### config.mk
export PLATFORM = sky130hd
export DESIGN_NAME = frame_copy_engine
export DESIGN_NICKNAME = d
export VERILOG_FILES = /design/src/rtl/bomberman_pkg.sv /design/src/rtl/pixel_scan_counter.sv /design/src/rtl/frame_copy_engine.sv
export SDC_FILE = /design/constraint.sdc
export NUM_CORES = 1
export LEC_CHECK = 0
export ABC_AREA = 0
export CORE_AREA = 2 2 126 141
export CTS_CLUSTER_DIAMETER = 200
export CTS_CLUSTER_SIZE = 8
export DETAILED_ROUTE_END_ITERATION = 12
export DIE_AREA = 0 0 128 143
export PLACE_DENSITY_LB_ADDON = 0.12
export SYNTH_ARGS = -nofsm -noshare
export SYNTH_HDL_FRONTEND = slang
export SYNTH_HIERARCHICAL = 1
export SYNTH_SLANG_ARGS = --single-unit
### constraint.sdc
create_clock -name clock -period 7.6 [get_ports clock]
set_clock_uncertainty 0.15 [all_clocks]
set_input_delay 1.14 -clock clock [delete_from_list [all_inputs] [get_ports clock]]
set_output_delay 1.14 -clock clock [all_outputs]
set_load 0.02 [all_outputs]
### src/rtl/bomberman_pkg.sv
// bomberman_pkg: shared constants and types for the game datapath.
//   SCREEN_W/SCREEN_H : frame buffer geometry (160x120)
//   TILE_W            : sprite tile edge length (16x16 tiles)
//   MEM_*             : memory_select encodings for the image ROMs
//   copy_state_e      : frame_copy_engine FSM states
package bomberman_pkg;

    localparam int unsigned SCREEN_W = 160;
    localparam int unsigned SCREEN_H = 120;
    localparam int unsigned TILE_W   = 16;

    localparam logic [1:0] MEM_TITLE  = 2'd0;
    localparam logic [1:0] MEM_STAGE  = 2'd1;
    localparam logic [1:0] MEM_WIN    = 2'd2;
    localparam logic [1:0] MEM_SPRITE = 2'd3;

    typedef enum logic [1:0] {
        StIdle,
        StRun,
        StFlush,
        StDone
    } copy_state_e;

endpackage

### src/rtl/pixel_scan_counter.sv
// pixel_scan_counter: two-level column/row scan counter, row-major order.
// Ports:
//   i_clock, i_resetn : clock, async active-low reset
//   i_clear           : synchronous clear to (0,0), wins over i_advance
//   i_advance         : step to the next pixel
//   i_col_max/i_row_max : last column/row index (runtime limits)
//   o_col, o_row      : current pixel coordinates
//   o_last            : current pixel is the final one of the scan
module pixel_scan_counter (
    input  logic       i_clock,
    input  logic       i_resetn,
    input  logic       i_clear,
    input  logic       i_advance,
    input  logic [7:0] i_col_max,
    input  logic [6:0] i_row_max,
    output logic [7:0] o_col,
    output logic [6:0] o_row,
    output logic       o_last
);

    logic [7:0] r_col;
    logic [6:0] r_row;
    logic       w_col_end;
    logic       w_row_end;

    assign w_col_end = (r_col == i_col_max);
    assign w_row_end = (r_row == i_row_max);

    always_ff @(posedge i_clock or negedge i_resetn) begin
        if (!i_resetn) begin
            r_col <= '0;
            r_row <= '0;
        end else if (i_clear) begin
            r_col <= '0;
            r_row <= '0;
        end else if (i_advance) begin
            if (w_col_end) begin
                r_col <= '0;
                r_row <= w_row_end ? 7'd0 : r_row + 7'd1;
            end else begin
                r_col <= r_col + 8'd1;
            end
        end
    end

    assign o_col  = r_col;
    assign o_row  = r_row;
    assign o_last = w_col_end && w_row_end;

endmodule

### src/rtl/frame_copy_engine.sv
// frame_copy_engine: copies a 160x120 background or a 16x16 sprite tile from the
// selected image ROM into the frame buffer, then pulses finished.
// Ports:
//   clock, resetn        : clock, async active-low reset
//   copy_enable          : command request, sampled only when idle
//   memory_select        : source ROM (title/stage/win/sprite sheet)
//   full_screen          : 1 = full background copy, 0 = one tile
//   dest_x, dest_y       : tile origin in the frame buffer
//   sprite_index         : tile number within the sprite sheet
//   rom_sel, rom_addr    : ROM mux select and read address
//   rom_data             : ROM read data, one cycle after rom_addr
//   fb_addr, fb_data, fb_we : frame buffer write port
//   busy, finished       : engine active / single-cycle completion pulse
// Build option: define TRANSPARENCY_EN to skip tile pixels equal to TRANSPARENT_COLOR.
module frame_copy_engine
    import bomberman_pkg::*;
#(
    parameter int unsigned         COLOR_W           = 3,
    parameter logic [COLOR_W-1:0]  TRANSPARENT_COLOR = '0
) (
    input  logic               clock,
    input  logic               resetn,
    input  logic               copy_enable,
    input  logic [1:0]         memory_select,
    input  logic               full_screen,
    input  logic [7:0]         dest_x,
    input  logic [6:0]         dest_y,
    input  logic [3:0]         sprite_index,
    output logic [1:0]         rom_sel,
    output logic [14:0]        rom_addr,
    input  logic [COLOR_W-1:0] rom_data,
    output logic [14:0]        fb_addr,
    output logic [COLOR_W-1:0] fb_data,
    output logic               fb_we,
    output logic               busy,
    output logic               finished
);

    copy_state_e r_state;
    copy_state_e w_state_next;

    logic [1:0]  r_sel;
    logic        r_full;
    logic [7:0]  r_dx;
    logic [6:0]  r_dy;
    logic [3:0]  r_idx;

    logic [7:0]  w_col;
    logic [6:0]  w_row;
    logic        w_last;
    logic        w_clear;
    logic        w_advance;
    logic [7:0]  w_col_max;
    logic [6:0]  w_row_max;

    logic [8:0]  w_x;
    logic [7:0]  w_y;
    logic        w_in_bounds;
    logic [14:0] w_dst;
    logic [14:0] r_fb_addr;
    logic        r_we;
    logic        w_drop;

    // ---------------- FSM ----------------
    always_ff @(posedge clock or negedge resetn) begin
        if (!resetn) begin
            r_state <= StIdle;
        end else begin
            r_state <= w_state_next;
        end
    end

    always_comb begin
        w_state_next = r_state;
        busy         = 1'b1;
        finished     = 1'b0;
        w_clear      = 1'b0;
        w_advance    = 1'b0;
        unique case (r_state)
            StIdle: begin
                busy    = 1'b0;
                w_clear = 1'b1;
                if (copy_enable) w_state_next = StRun;
            end
            StRun: begin
                w_advance = 1'b1;
                if (w_last) w_state_next = StFlush;
            end
            StFlush: w_state_next = StDone;
            StDone: begin
                finished     = 1'b1;
                w_state_next = StIdle;
            end
            default: w_state_next = StIdle;
        endcase
    end

    // Command parameters are captured on the IDLE->RUN edge only.
    always_ff @(posedge clock or negedge resetn) begin
        if (!resetn) begin
            r_sel  <= '0;
            r_full <= 1'b0;
            r_dx   <= '0;
            r_dy   <= '0;
            r_idx  <= '0;
        end else if ((r_state == StIdle) && copy_enable) begin
            r_sel  <= memory_select;
            r_full <= full_screen;
            r_dx   <= dest_x;
            r_dy   <= dest_y;
            r_idx  <= sprite_index;
        end
    end

    // ---------------- Scan ----------------
    assign w_col_max = r_full ? 8'(SCREEN_W - 1) : 8'(TILE_W - 1);
    assign w_row_max = r_full ? 7'(SCREEN_H - 1) : 7'(TILE_W - 1);

    pixel_scan_counter u_scan (
        .i_clock   (clock),
        .i_resetn  (resetn),
        .i_clear   (w_clear),
        .i_advance (w_advance),
        .i_col_max (w_col_max),
        .i_row_max (w_row_max),
        .o_col     (w_col),
        .o_row     (w_row),
        .o_last    (w_last)
    );

    // Tile rows/cols stay below 16, so the tile address is a plain concatenation.
    assign rom_addr = r_full ? (15'({w_row, 7'd0}) + 15'({w_row, 5'd0}) + 15'(w_col))
                             : {r_idx, w_row[3:0], w_col[3:0]};

    // Widened sums so an off-screen tile pixel cannot wrap back on screen.
    assign w_x = {1'b0, (r_full ? 8'd0 : r_dx)} + {1'b0, w_col};
    assign w_y = {1'b0, (r_full ? 7'd0 : r_dy)} + {1'b0, w_row};
    assign w_in_bounds = (w_x < 9'(SCREEN_W)) && (w_y < 8'(SCREEN_H));
    assign w_dst = 15'({w_y, 7'd0}) + 15'({w_y, 5'd0}) + 15'(w_x);

    // ---------------- Write stage (aligned with rom_data) ----------------
    always_ff @(posedge clock or negedge resetn) begin
        if (!resetn) begin
            r_we      <= 1'b0;
            r_fb_addr <= '0;
        end else begin
            r_we      <= (r_state == StRun) && w_in_bounds;
            r_fb_addr <= (r_state == StRun) ? w_dst : 15'd0;
        end
    end

`ifdef TRANSPARENCY_EN
    assign w_drop = !r_full && (rom_data == TRANSPARENT_COLOR);
`else
    logic w_unused_key;
    assign w_unused_key = (rom_data == TRANSPARENT_COLOR);
    assign w_drop       = 1'b0;
`endif

    assign rom_sel = r_sel;
    assign fb_addr = r_fb_addr;
    assign fb_we   = r_we && !w_drop;
    assign fb_data = r_we ? rom_data : '0;

endmodule

==> flow_summary_export.csv, run 1 <==
group,metric,value,unit
worst_setup_path,crit_arrival,3410,ps
grt,grt_max_degree,56,
worst_setup_path,critPathBufInv,1,
synthesis,ys_seq_area_share,33.1,%
synthesis,synth_cell_types,56,
finish,stdcell_area,5180,µm²
place,dpl-instance-area,5040,µm²
place,dp.cells,675,
floorplanning,fp.dieArea,18300,µm²
cts,cts_resized,0,
detailed_routing,routed_via_density,4.48,
finish,diodes,0,
floorplanning,ios,66,
cts,cts_made_buffers,5,
cts,clkTransAtPathRegs,70,ps
synthesis,ys.flop_type,"dfrtp_1",
cts,max-clock-path-buffers,2,
floorplanning,rows,50,
worst_setup_path,criticalPathCategory,"reg -> out",
cts,ctsHoldBuffers,0,
worst_setup_path,cp-start-kind,"register",
detailed_routing,wl_per_cell,14.7,µm
place,io_buffers,65,
finish,nFillCells,1770,
detailed_routing,drcViolationCount,0,
synthesis,netlist_area,4150,µm²
synthesis,syn-instance-count,403,
detailed_routing,drtAntennaViolNets,0,
finish,final_cell_count_no_fill,683,
run_status,status,"finished, final reports clean",
worst_setup_path,path_cells,"fa_1 > fa_1 > a21o_1 > a21oi_1 > o21bai_1 > a21oi_1 > nor2b_1 > nor3_1 > clkdlybuf4s50_1",
worst_hold_path,hp-class,"reg -> reg",
floorplanning,core_area,16800,µm²
cts,cts_tree,"yes",
floorplanning,initial_core_util,24.8,%
grt,first_global_vias,3223,
grt,grt_use_total,11.6,%
cts,htree_num_levels,2,
grt,antenna_found_initial,0,
worst_setup_path,crit_required,6310,ps
worst_setup_path,worstPathMaxFanout,10,
worst_setup_path,worstSetupEndpointType,"output pin",
power,powerDensity,319,nW/µm²
sta,tightestPinTransition,1150,ps
sta,min_period,4700,ps
sta,slew_viol_final,0,
job,drv_cap,0,
detailed_routing,first_pass_iters,4,
sta,rsz0062_at_grt,"false",
worst_setup_path,cpLargestDelayFamily,"adder cells",
sta,hold_viol_final,0,
cts,postCtsSetupBuffers,0,
synthesis,synth-seq-cells,55,
synthesis,synth_edf_count,0,
detailed_routing,drtIter0Drc,89,
sta,fmax,213,MHz
detailed_routing,routed_wl,10000,µm
sta,post-route-period-util,61.9,%
power,power,1.65,mW
sta,slew_headroom,23.2,%
finish,final_layout_size_suffix_gt1_share,12.8,%
sta,setup_tns,0,ps
floorplanning,die_w,128,µm
worst_setup_path,max_stage_delay,630,ps
finish,layout.nets,557,
cts,clk_latency,310,ps
place,gp_congestion,0.747,
cts,ctsRootBufferMaster,"clkbuf_16",
grt,grt_pass1_wl,16700,µm
floorplanning,die_h,143,µm
power,ir_drop,152,µV
synthesis,synth.avg_cell_area,10.3,µm²
synthesis,yosysWarnings,6,
worst_setup_path,slowest_stage,"clkdlybuf4s50_1",
detailed_routing,vias,3063,
cts,cts.sinks,55,
finish,area_growth,24.8,%
power,leakage,2.40,nW
place,dpl.hpwl,7450,µm
sta,finalSetupViolCount,0,
synthesis,async_flop_share,100,%
grt,grt_overflow,0,
## routing by layer
| metal | share of wire, % | up-vias | track usage, % |
|---|---|---|---|
| li1 | - | 1550 | - |
| met2 | 47 | 62 | 19.6 |
| met5 | 0 | - | 0 |
| met1 | 48 | 1445 | 15.0 |
| met4 | 1.2 | 0 | 3.12 |
| met3 | 3.7 | 6 | 2.51 |
## worst register-to-register path, stage by stage (launching register included)
cell and delay [ps]:
dfrtp_1 340, buf_4 370, nor2b_1 130, ha_1 380, inv_2 80, or3_1 410
o21ai_0 230, xor2_1 120, fa_1 540, inv_1 60, fa_1 420, nor2b_1 170
o21ai_1 100, a21oi_1 280, o41ai_2 110, xnor2_1 130, and2_1 160
## power by group
| part | internal, mW | switching [mW] |
|---|---|---|
| registers | 0.395 | 0.0597 |
| clock network | 0.121 | 0.114 |
| logic | 0.450 | 0.514 |
## flip-flops by register name, indices dropped and copies added, names as in the netlist
| signal | cells |
|---|---|
| u_scan/o_row | 7 |
| rom_sel | 2 |
| r_state | 2 |
| r_dx | 8 |
| r_idx | 4 |
| r_full | 1 |
| fb_addr | 15 |
| r_dy | 7 |
| fb_we | 1 |
| u_scan/o_col | 8 |
## cell type report
type                            instances  area [µm²]  share of cell area [%]
Sequential cell                        55        1380                    26.6
Timing Repair Buffer                   67         661                    12.7
Clock buffer                            5         125                    2.41
Inverter                               18        67.6                    1.30
Multi-Input combinational cell        327        2680                    51.7
Clock inverter                          3        15.0                   0.290
Tap cell                              208         260                    5.02
## worst paths after layout
path	from	to	slack, ps	cells after the start
min reg2reg	r_dy[1]$_DFFE_PN0P_	r_dy[1]$_DFFE_PN0P_	350	1
max in group asynchronous	resetn	fb_we$_DFF_PN0_	5980	2
min	r_dy[1]$_DFFE_PN0P_	r_dy[1]$_DFFE_PN0P_	350	1
min in group asynchronous	resetn	u_scan/o_row[5]$_DFFE_PN0P_	830	2
max reg2reg	r_full$_DFFE_PN0P_	fb_addr[14]$_DFF_PN0_	3320	16
max	u_scan/o_row[2]$_DFFE_PN0P_	rom_addr[12]	2900	9
## per-stage QoR
stage,utilization (%),hold slack (ps),worst slack [ps]
final,30.9,354,2900
after global routing,30.9,372,2690
after CTS,30.9,358,2860
after detailed placement,30.1,340,3210
after global placement,30.1,335,3220
after floorplan,-,321,3400
## cell families after synthesis
logic type | synth area share [%]
muxes | 8.34
other | 0.181
and+or+nand+nor | 16.3
DFF | 33.1
adders and majority gates | 17.7
AOI/OAI and AO/OA | 12.9
xor gates and xnor gates | 8.43
buffers and inverters | 3.01
## cells in the final DEF, fill, tap and decap left out, types with 4 or more instances in the layout
cell type,n
nand3_1,4
a32o_1,5
clkdlybuf4s50_1,64
inv_1,17
nor3_1,10
o21ai_0,11
dfrtp_1,55
and3_1,6
a21o_1,7
nand2_1,16
nor2_1,26
conb_1,9
xor2_1,21
a21oi_1,15
and2_1,14
clkbuf_16,5
mux2_2,29
o21ai_1,5
xnor2_1,19
fa_1,6
ha_1,49
nor2b_1,24
## synth_stat cells, types with 4 or more instances
library cell / number / area [µm²]
nor3_1: 10 / 50.1
nor2b_1: 24 / 150
a21oi_1: 15 / 75.1
and2_1: 14 / 87.6
o21ai_0: 11 / 55.1
mux2_2: 29 / 327
ha_1: 49 / 613
nor2_1: 26 / 97.6
dfrtp_1: 55 / 1380
nand2_1: 16 / 60.1
nand3_1: 4 / 20.0
a32o_1: 5 / 50.1
o21ai_1: 5 / 25.0
xor2_1: 21 / 184
inv_1: 17 / 63.8
fa_1: 6 / 120
buf_2: 4 / 20.0
a21o_1: 7 / 52.6
and3_1: 6 / 37.5
xnor2_1: 19 / 166
Power figures use the tool's default switching activity.
==> run 2: changes to the inputs <==
==> constraint.sdc (replaced) <==
create_clock -name clock -period 4.8 [get_ports clock]
set_clock_uncertainty 0.15 [all_clocks]
set_input_delay 0.72 -clock clock [delete_from_list [all_inputs] [get_ports clock]]
set_output_delay 0.72 -clock clock [all_outputs]
set_load 0.02 [all_outputs]
==> run 2 against run 1 <==
  * Cell area grew 0.84%
  * Register-to-register slack worse by 2600 ps
  * First-iteration DRC count rose by 17%
  * Routed wire length grew 1.1%
  * Critical path depth unchanged
  * Hold slack worse by 3.0 ps
  * Critical endpoint unchanged
  * Largest cell class unchanged
  * Largest power group unchanged
  * Highest routed layer unchanged
==> flow_summary_export.csv, run 2 (synthesized netlist as in run 1, its figures left out) <==
group,metric,value,unit
finish,largest_reg_flops,15,
floorplanning,ios,66,
grt,first_global_vias,3402,
finish,diodes,0,
worst_setup_path,cp-start-kind,"register",
grt,grt_max_degree,56,
job,drv_cap,0,
sta,min_period,4380,ps
power,p_sw,1.09,mW
detailed_routing,routed_wl,10100,µm
power,leakage,2.42,nW
grt,grt_pass1_wl,17200,µm
worst_hold_path,hp-class,"reg -> reg",
power,p_int,1.59,mW
floorplanning,initial_core_util,24.8,%
grt,antenna_found_initial,0,
detailed_routing,drtIter0Drc,104,
sta,slew_viol_final,0,
sta,post-route-period-util,91.3,%
power,ir_drop,183,µV
cts,cts_made_buffers,5,
worst_setup_path,max_stage_delay,650,ps
floorplanning,die_h,143,µm
place,io_buffers,65,
cts,ctsRootBufferMaster,"clkbuf_16",
cts,cts_tree,"yes",
worst_setup_path,criticalPathCategory,"reg -> out",
worst_setup_path,worstPathMaxFanout,10,
grt,grt_overflow,0,
sta,setup_tns,0,ps
finish,layout.nets,559,
cts,clk_latency,300,ps
detailed_routing,first_pass_iters,4,
sta,hold_viol_final,0,
cts,cts_resized,0,
detailed_routing,wl_per_cell,14.8,µm
sta,tightestPinTransition,808,ps
cts,postCtsSetupBuffers,0,
sta,fmax,228,MHz
run_status,status,"finished, final reports clean",
place,gp_congestion,0.738,
detailed_routing,drtAntennaViolNets,0,
worst_setup_path,path_cells,"fa_1 > fa_1 > a21o_1 > a21oi_1 > o21bai_1 > a21oi_1 > nor2b_1 > nor3_1 > clkdlybuf4s50_1",
power,powerDensity,512,nW/µm²
floorplanning,die_w,128,µm
floorplanning,fp.dieArea,18300,µm²
cts,max-clock-path-buffers,2,
power,seqPwrFrac,27.6,%
finish,stdcell_area,5230,µm²
power,power,2.68,mW
worst_setup_path,worstSetupEndpointType,"output pin",
cts,htree_num_levels,2,
worst_setup_path,slowest_stage,"clkdlybuf4s50_1",
power,power_frac_clock,16.0,%
sta,finalSetupViolCount,0,
floorplanning,core_area,16800,µm²
grt,grt_use_total,11.7,%
sta,slew_headroom,46.1,%
cts,cts.sinks,55,
power,p_comb_share,56.5,%
detailed_routing,drcViolationCount,0,
worst_setup_path,crit_required,3930,ps
place,dpl.hpwl,7750,µm
floorplanning,rows,50,
finish,area_growth,25.8,%
place,dpl-instance-area,5060,µm²
power,p_sw_share,40.7,%
detailed_routing,vias,3137,
detailed_routing,routed_via_density,4.58,
worst_setup_path,crit_arrival,3510,ps
cts,ctsHoldBuffers,0,
finish,final_common_cell,"clkdlybuf4s50_1",
cts,clkTransAtPathRegs,80,ps
sta,rsz0062_at_grt,"false",
finish,layout_common_cells,"clkdlybuf4s50_1 (64), dfrtp_1 (55), ha_1 (49)",
finish,final_layout_size_suffix_gt1_share,13.2,%
## run 2: layout make-up
cell class | instances | area [µm²]
repair buffers | 69 | 676
clock inverters | 3 | 43.8
multi-input cells | 327 | 2680
inverters | 18 | 67.6
fillers | 1762 | 11500
flip-flops and latches | 55 | 1380
well taps | 208 | 260
clock buffers | 5 | 125
## run 2: routing by layer
metal | up-vias | part of all wire (%) | GRT usage [%] | wire length [µm]
met3 | 11 | 4.0 | 2.17 | 401
met5 | - | 0 | 0 | 0
met2 | 69 | 46 | 19.7 | 4670
met1 | 1504 | 48 | 15.2 | 4910
li1 | 1553 | - | - | -
met4 | 0 | 1.5 | 3.82 | 154
## run 2: final timing paths
check | start | end | slack [ps] | cells after the start
min in group asynchronous | resetn | u_scan/o_row[5]$_DFFE_PN0P_ | 410 | 2
worst max-delay path | u_scan/o_row[2]$_DFFE_PN0P_ | rom_addr[12] | 420 | 9
worst max register to register | r_full$_DFFE_PN0P_ | fb_addr[14]$_DFF_PN0_ | 680 | 17
worst min-delay path | r_dy[6]$_DFFE_PN0P_ | r_dy[6]$_DFFE_PN0P_ | 350 | 1
max in group asynchronous | resetn | fb_addr[12]$_DFF_PN0_ | 3590 | 2
worst min register to register | r_dy[6]$_DFFE_PN0P_ | r_dy[6]$_DFFE_PN0P_ | 350 | 1
## run 2: power by group through the flow
stage / Combinational (mW) / Sequential, mW / Clock [mW]
after floorplan: 1.01 / 0.787 / 0
after global placement: 1.53 / 0.752 / 0
after detailed placement: 1.52 / 0.752 / 0
after CTS: 1.54 / 0.743 / 0.451
after global routing: 1.69 / 0.763 / 0.464
final: 1.51 / 0.738 / 0.427
## run 2: critical path: cells and delay by family, from the launching register on
family                   cells  cell delay [ps]
buffers and inverters        1              650
AO/OA/AOI/OAI                4              710
flip-flops                   1              590
adder cells (fa/ha/maj)      2             1010
AND/OR/NAND/NOR              2              250
## run 2: per-stage QoR
step           utilization [%]  cells  setup WS [ps]  hold WS [ps]
6_report                  31.2    685            420           351
5_1_grt                   31.2    685            142           369
4_1_cts                   31.2    685            344           355
3_5_place_dp              30.2    677            690           337
3_3_place_gp              30.2    677            653           335
2_1_floorplan                -    410            599           274
==> run 3: changes to the inputs <==
--- a/config.mk
+++ b/config.mk
@@ -11,6 +11,7 @@
 export CTS_CLUSTER_SIZE = 8
 export DETAILED_ROUTE_END_ITERATION = 12
 export DIE_AREA = 0 0 128 143
+export MAX_ROUTING_LAYER = met4
 export PLACE_DENSITY_LB_ADDON = 0.12
 export SYNTH_ARGS = -nofsm -noshare
 export SYNTH_HDL_FRONTEND = slang
==> run 3 against run 2 <==
  * Combinational power about the same
  * Core utilization unchanged
  * Flip-flop and latch count is the same
  * Die area did not move
  * Non-clock buffer count unchanged
  * First-iteration DRC count grew 3.8%
  * Cell area did not move
  * Cell count is the same
  * Sequential power hardly changed
  * Maximum frequency shrank 0.23%
  * Power about the same
  * Sequential share of layout area unchanged
==> flow_summary_export.csv, run 3 (synthesized netlist as in run 1, its figures left out) <==
group,metric,value,unit
power,leakage,2.42,nW
cts,clk_latency,300,ps
sta,finalSetupViolCount,0,
sta,setup_tns,0,ps
grt,first_global_vias,3407,
worst_hold_path,hp-class,"reg -> reg",
floorplanning,die_w,128,µm
sta,rsz0062_at_grt,"false",
detailed_routing,drtAntennaViolNets,0,
floorplanning,ios,66,
grt,grt_pass1_wl,17100,µm
detailed_routing,routed_via_density,4.58,
detailed_routing,wl_per_cell,14.8,µm
detailed_routing,first_pass_iters,4,
worst_setup_path,criticalPathCategory,"reg -> out",
sta,fmax,228,MHz
worst_setup_path,r2r_setup_slack,680,ps
floorplanning,die_h,143,µm
sta,post-route-period-util,91.5,%
worst_setup_path,cp-start-kind,"register",
floorplanning,core_area,16800,µm²
detailed_routing,vias,3137,
finish,largest_reg_flops,15,
worst_setup_path,crit_required,3930,ps
worst_setup_path,worstPathMaxFanout,10,
finish,final_common_cell,"clkdlybuf4s50_1",
place,dpl-instance-area,5060,µm²
power,powerDensity,512,nW/µm²
sta,slew_headroom,47.7,%
cts,max-clock-path-buffers,2,
worst_setup_path,reg2regPathDepth,17,
finish,diodes,0,
cts,ctsHoldBuffers,0,
worst_setup_path,r2r-start,"r_full$_DFFE_PN0P_",
worst_setup_path,crit_arrival,3520,ps
detailed_routing,routed_wl,10100,µm
cts,postCtsSetupBuffers,0,
cts,clkTransAtPathRegs,80,ps
power,ir_drop,183,µV
worst_setup_path,crit-reg2reg-capture,"fb_addr[14]$_DFF_PN0_",
grt,grt_use_total,12.1,%
floorplanning,rows,50,
job,drv_cap,0,
grt,antenna_found_initial,0,
finish,stdcell_area,5230,µm²
floorplanning,fp.dieArea,18300,µm²
run_status,status,"finished, final reports clean",
cts,cts_made_buffers,5,
detailed_routing,drcViolationCount,0,
cts,htree_num_levels,2,
grt,grt_overflow,0,
detailed_routing,drtIter0Drc,108,
finish,area_growth,25.8,%
place,io_buffers,65,
worst_setup_path,crit_end,"rom_addr[12]",
sta,slew_viol_final,0,
sta,hold_viol_final,0,
worst_setup_path,crit_start,"u_scan/o_row[2]$_DFFE_PN0P_",
finish,layout_common_cells,"clkdlybuf4s50_1 (64), dfrtp_1 (55), ha_1 (49)",
place,gp_congestion,0.747,
place,dpl.hpwl,7750,µm
grt,grt_max_degree,56,
finish,layout.nets,559,
finish,final_layout_size_suffix_gt1_share,13.2,%
cts,cts_tree,"yes",
floorplanning,initial_core_util,24.8,%
worst_setup_path,worstSetupEndpointType,"output pin",
cts,cts_resized,0,
sta,tightestPinTransition,785,ps
cts,cts.sinks,55,
cts,ctsRootBufferMaster,"clkbuf_16",
sta,min_period,4390,ps
-- run 3: layout make-up --
class                   count  area (µm²)
clock buffers               5         125
clock inverters             3        43.8
fillers                  1762       11500
inverters                  18        67.6
multi-input cells         327        2680
flip-flops and latches     55        1380
well taps                 208         260
repair buffers             69         676
-- run 3: report_power, final --
part           internal (mW)  switching (mW)
clock network          0.247           0.180
logic                  0.715           0.795
registers              0.626           0.112
-- run 3: per-layer routing --
layer	part of all wire [%]	global-route usage, %	vias to the layer above
met4	1.5	3.82	0
met5	0	-	-
met2	46	19.7	67
met3	3.1	1.80	14
li1	-	-	1554
met1	49	15.5	1502
-- run 3: through the flow --
step	util, %	worst slack (ps)	hold WS [ps]	cells	power (mW)
global placement	30.2	653	335	677	2.28
finish	31.2	409	351	685	2.68
floorplan	-	599	274	410	1.80
global route	31.2	146	369	685	2.92
CTS	31.2	344	355	685	2.73
detailed placement	30.2	690	337	677	2.28
-- run 3: how the worst min path moves through the flow --
stage	cells after the start	from	end	slack, ps
floorplan	0	resetn	fb_addr[0]$_DFF_PN0_	270
global placement	1	r_dy[6]$_DFFE_PN0P_	r_dy[6]$_DFFE_PN0P_	330
detailed placement	1	r_dy[6]$_DFFE_PN0P_	r_dy[6]$_DFFE_PN0P_	340
CTS	1	r_dy[6]$_DFFE_PN0P_	r_dy[6]$_DFFE_PN0P_	360
global route	1	r_dy[6]$_DFFE_PN0P_	r_dy[6]$_DFFE_PN0P_	370
finish	1	r_dy[6]$_DFFE_PN0P_	r_dy[6]$_DFFE_PN0P_	350
-- run 3: critical path: stages, from the launching register on --
cell and delay [ps]:
dfrtp_1 590, fa_1 530, fa_1 480, a21o_1 200, a21oi_1 210, o21bai_1 100
a21oi_1 200, nor2b_1 90, nor3_1 160, clkdlybuf4s50_1 650
